`src/rtl/seq_match_pkg.sv`:
```
// Shared state encoding for the sequence-match counter FSM.
package seq_match_pkg;
  localparam int STATE_W = 2;
  typedef enum logic [STATE_W-1:0] {
    IDLE    = 2'd0,
    COUNT   = 2'd1,
    HIT     = 2'd2,
    ILLEGAL = 2'd3
  } state_e;
endpackage

```
`src/rtl/sat_updown_cnt.sv`:
```
// Next-value logic for a saturating up/down counter; clr loads 0 (or 1 with inc).
module sat_updown_cnt #(
  parameter int CNT_W = 4
) (
  input  logic [CNT_W-1:0] cnt_i,
  input  logic             inc_i,
  input  logic             dec_i,
  input  logic             clr_i,
  output logic [CNT_W-1:0] cnt_d_o,
  output logic             sat_o
);
  localparam logic [CNT_W-1:0] MAX = '1;

  always_comb begin
    cnt_d_o = cnt_i;
    sat_o   = 1'b0;
    if (clr_i) begin
      cnt_d_o = inc_i ? CNT_W'(1) : '0;
    end else if (inc_i) begin
      // At full scale the increment is dropped and reported instead of wrapping.
      if (cnt_i == MAX) sat_o = 1'b1;
      else              cnt_d_o = cnt_i + CNT_W'(1);
    end else if (dec_i && cnt_i != '0) begin
      cnt_d_o = cnt_i - CNT_W'(1);
    end
  end
endmodule

```
`src/rtl/seq_match_fsm.sv`:
```
// Counts seq==num matches during a valid burst, then replays one hit per match
// under hit_ready backpressure. Define SEQ_MASK_EN to add a masked compare.
module seq_match_fsm
  import seq_match_pkg::*;
#(
  parameter int DATA_W = 4,
  parameter int CNT_W  = 4
) (
  input  logic              clock_i,
  input  logic              reset_i,
  input  logic              valid_i,
  output logic              in_ready_o,
  input  logic [DATA_W-1:0] num_i,
  input  logic [DATA_W-1:0] seq_i,
`ifdef SEQ_MASK_EN
  input  logic [DATA_W-1:0] mask_i,
`endif
  output logic              hit_o,
  input  logic              hit_ready_i,
  output logic [STATE_W-1:0] state_o,
  output logic [STATE_W-1:0] n_state_o,
  output logic [CNT_W-1:0]  cnt_o,
  output logic [CNT_W-1:0]  n_cnt_o,
  output logic              overflow_o
);
  state_e             state_q, state_d;
  logic [CNT_W-1:0]   cnt_q, cnt_d;
  logic               overflow_q, hit_q, in_ready_q;
  logic               match, inc, dec, clr, sat;

`ifdef SEQ_MASK_EN
  assign match = (((seq_i ^ num_i) & mask_i) == '0);
`else
  assign match = (seq_i == num_i);
`endif

  always_comb begin
    state_d = state_q;
    inc     = 1'b0;
    dec     = 1'b0;
    clr     = 1'b0;
    case (state_q)
      IDLE: begin
        clr = 1'b1;
        inc = valid_i & match;
        if (valid_i) state_d = COUNT;
      end
      COUNT: begin
        if (valid_i) inc = match;
        else         state_d = (cnt_q != '0) ? HIT : IDLE;
      end
      HIT: begin
        // cnt is >0 on entry, so the last handshake lands exactly at cnt==1.
        if (hit_ready_i) begin
          dec = 1'b1;
          if (cnt_q == CNT_W'(1)) state_d = IDLE;
        end
      end
      default: begin
        clr     = 1'b1;
        state_d = IDLE;
      end
    endcase
  end

  sat_updown_cnt #(.CNT_W(CNT_W)) u_cnt (
    .cnt_i   (cnt_q),
    .inc_i   (inc),
    .dec_i   (dec),
    .clr_i   (clr),
    .cnt_d_o (cnt_d),
    .sat_o   (sat)
  );

  always_ff @(posedge clock_i) begin
    if (reset_i) begin
      state_q    <= IDLE;
      cnt_q      <= '0;
      overflow_q <= 1'b0;
      hit_q      <= 1'b0;
      in_ready_q <= 1'b1;
    end else begin
      state_q    <= state_d;
      cnt_q      <= cnt_d;
      overflow_q <= overflow_q | sat;
      hit_q      <= (state_d == HIT);
      in_ready_q <= (state_d != HIT);
    end
  end

  assign state_o    = state_q;
  assign n_state_o  = state_d;
  assign cnt_o      = cnt_q;
  assign n_cnt_o    = cnt_d;
  assign overflow_o = overflow_q;
  assign hit_o      = hit_q;
  assign in_ready_o = in_ready_q;
endmodule

```
`config.mk`:
```
export PLATFORM = sky130hd
export DESIGN_NAME = seq_match_fsm
export DESIGN_NICKNAME = d
export VERILOG_FILES = /design/src/rtl/seq_match_pkg.sv /design/src/rtl/sat_updown_cnt.sv /design/src/rtl/seq_match_fsm.sv
export SDC_FILE = /design/constraint.sdc
export NUM_CORES = 1
export LEC_CHECK = 0
export ABC_AREA = 1
export CAP_MARGIN = 20
export CORE_ASPECT_RATIO = 0.6
export CORE_MARGIN = 2
export CORE_UTILIZATION = 27
export CTS_BUF_LIST = sky130_fd_sc_hd__clkbuf_4 sky130_fd_sc_hd__clkbuf_8
export DETAILED_ROUTE_END_ITERATION = 6
export GPL_TIMING_DRIVEN = 0
export PLACE_DENSITY = 0.54
export SYNTH_ARGS = -nofsm -noshare
export SYNTH_HDL_FRONTEND = slang
export SYNTH_HIERARCHICAL = 1
export SYNTH_SLANG_ARGS = --single-unit
```
`constraint.sdc`:
```
create_clock -name clock_i -period 6.05 [get_ports clock_i]
set_input_delay 1.5125 -clock clock_i [delete_from_list [all_inputs] [get_ports clock_i]]
set_output_delay 1.5125 -clock clock_i [all_outputs]
set_load 0.02 [all_outputs]
```
==> reports/results.txt <==
Status: complete, no violations
Antenna viol nets, final: 0
DR DRC count: 0
Synthesized cell area: 787 um^2
Std-Cell Rows: 15
Detail Placement HPWL: 1550 um
# diodes: 0
Final Util: 40.4%
Mapped Nets: 143
Antenna violations before repair: 0
Die W: 73.7 um
Sequential area share after synthesis: 22.9%
WP data required: 4.54 ns
GRT overflow: 0
Clock Latency Late Sink: 0.23 ns
Final slew viol count: 0
CP arrival: 3.98 ns
Total track usage: 11.8%
Clock Pin Slew Worst Setup and Hold Paths: 0.04 ns
Hold Fails Final Rpt: 0
Worst setup path class: in2out
Synthesis Warnings: 6
Crit path top cell by count: nand2_1
Final setup viols: 0
Vias in the first global route: 681
Critical path, cell by cell: clkdlybuf4s50_1 > o21ai_0 > nor4_2 > inv_1 > nand3_1 > nand2_1 > nand2_1 > nand3_1 > nand2_1 > clkdlybuf4s50_1
Syn Inst Count: 125
Largest net degree at the start of global routing: 9
Core area: 2820 um^2
Final-layout fill cell count: 282
RSZ-0062 raised after global routing: no
Distinct cells, synth: 25
Root Driver: clkbuf_8
Setup TNS: 0 ns
DRT Pass-1 Iters: 4
Min cycle time layout: 5.49 ns
Post-CTS setup buffers: 0
Hold buffers post-CTS: 0
Syn Area/Cell: 6.30 um^2
Via count: 828
Die area: 3380 um^2
Crit Path Max Fanout: 6
Leak Pwr: 0.539 nW
Routability-driven placement congestion ratio: 0.849
EDFF count, synth: 0
Period utilization: 90.7%
Final nets: 174
Fmax: 182 MHz
Commonest non-fill, non-tap cell in the layout: nand2_1
Ys flop type: dfxtp_1
Die Y: 45.8 um
Post-cts sizing count: 0
CTS Buffer Depth: 2
# H-tree levels: 1
Starting Density: 28.0%
Most frequent cells in the layout: nand2_1, clkdlybuf4s50_1, inv_1
Power per cell area: 166 nW/um^2
Port Buffers: 26
Overall power: 189 uW
Worst min path class: reg2reg
CTS tree: done
Yosys reg bits: 9
Crit end category: output port
Startpoint Class: input port
I/O pin cnt: 27
Largest stage delay, worst path: 0.60 ns
Max Cap Violations: 0
CP max stage cell: clkdlybuf4s50_1
Drt first-iter violations: 22
Fraction of registers with async set/reset: 0%
Area Overhead vs Synth: 44.7%
CTS Sinks: 9
Relative slew slack: 70.4%
Vias per inst: 4.38
Worst-margin pin slew: 0.440 ns
Worst vdd ir: 0.000110 V
Num CTS Buffers: 3
Wire length per cell: 9.73 um
Worst clock skew: 0.00209 ns
Final WL: 1840 um
First-pass GRT wire length: 2950 um
Share of cells above drive strength 1: 18.1%
## where the power goes
| group | switching, mW | leakage, nW | internal (mW) |
|---|---|---|---|
| clock network | 0.0218 | 0.0262 | 0.0502 |
| registers | 0.00240 | 0.0729 | 0.0615 |
| logic | 0.0294 | 0.440 | 0.0240 |
| total | 0.0536 | 0.539 | 0.136 |
## synth_stat cells (2+ instances only)
library cell / instances / area share [%]
ha_1: 6 / 9.5
nand3_1: 7 / 4.5
a21oi_1: 3 / 1.9
nand4_1: 4 / 3.2
nand3_2: 3 / 3.8
clkinv_1: 2 / 0.95
nand2_1: 30 / 14
dfxtp_1: 9 / 23
inv_1: 17 / 8.1
o21ai_1: 2 / 1.3
nor2_2: 5 / 4.0
nor2_1: 13 / 6.2
xor2_1: 2 / 2.2
nand2_2: 4 / 3.2
inv_2: 8 / 3.8
## routing by layer
layer / track usage [%] / share of wire (%)
met1: 16.9 / 53
met2: 16.6 / 40
met3: 5.09 / 7.0
met4: 1.45 / 0
met5: 0 / 0
## path summary, 6_finish.rpt
kind,from,endpoint,slack [ns],cells past startpoint
setup / recovery,valid_i,n_cnt_o[0],0.56,10
hold / removal,overflow_o$_SDFF_PP0_,overflow_o$_SDFF_PP0_,0.47,2
setup reg to reg,state_o[1]$_SDFF_PP0_,cnt_o[0]$_SDFF_PP0_,3.96,12
hold reg to reg,overflow_o$_SDFF_PP0_,overflow_o$_SDFF_PP0_,0.47,2
## critical path, delay by kind of cell
family | cells | cell delay [ns]
buf+inv | 3 | 1.36
simple gates | 6 | 0.87
compound gates | 1 | 0.22
## through the flow
stage	std cells	hold slack, ns	worst slack, ns	cell area (um^2)
floorplan	125	0.539	1.93	787
global placement	185	0.460	0.585	1090
detailed placement	185	0.469	0.554	1090
CTS	189	0.477	0.547	1140
global route	189	0.506	0.367	1140
finish	189	0.466	0.561	1140
## area by class of cell
cell class | count | area [um^2] | share of cell area, %
multi-input combinational | 88 | 494 | 43.4
timing repair buffer | 26 | 260 | 22.9
sequential | 9 | 180 | 15.8
inverter | 27 | 101 | 8.90
clock buffer | 4 | 48.8 | 4.29
tap | 34 | 42.5 | 3.74
buffer | 1 | 11.3 | 0.989
## flip-flops by register name, summed over array words and instances (netlist names)
register    flops
overflow_o      1
in_ready_o      1
cnt_o           4
hit_o           1
state_o         2
## cells by family after synthesis
| kind of cell | Yosys count | share of synthesized area (%) |
|---|---|---|
| AND/OR/NAND/NOR | 71 | 44.2 |
| flip-flops | 9 | 22.9 |
| XOR/XNOR | 2 | 2.23 |
| AO/OA/AOI/OAI | 9 | 6.84 |
| adder cells (fa/ha/maj) | 6 | 9.54 |
| buffers and inverters | 28 | 14.3 |
(Power assumes the default switching activity.)
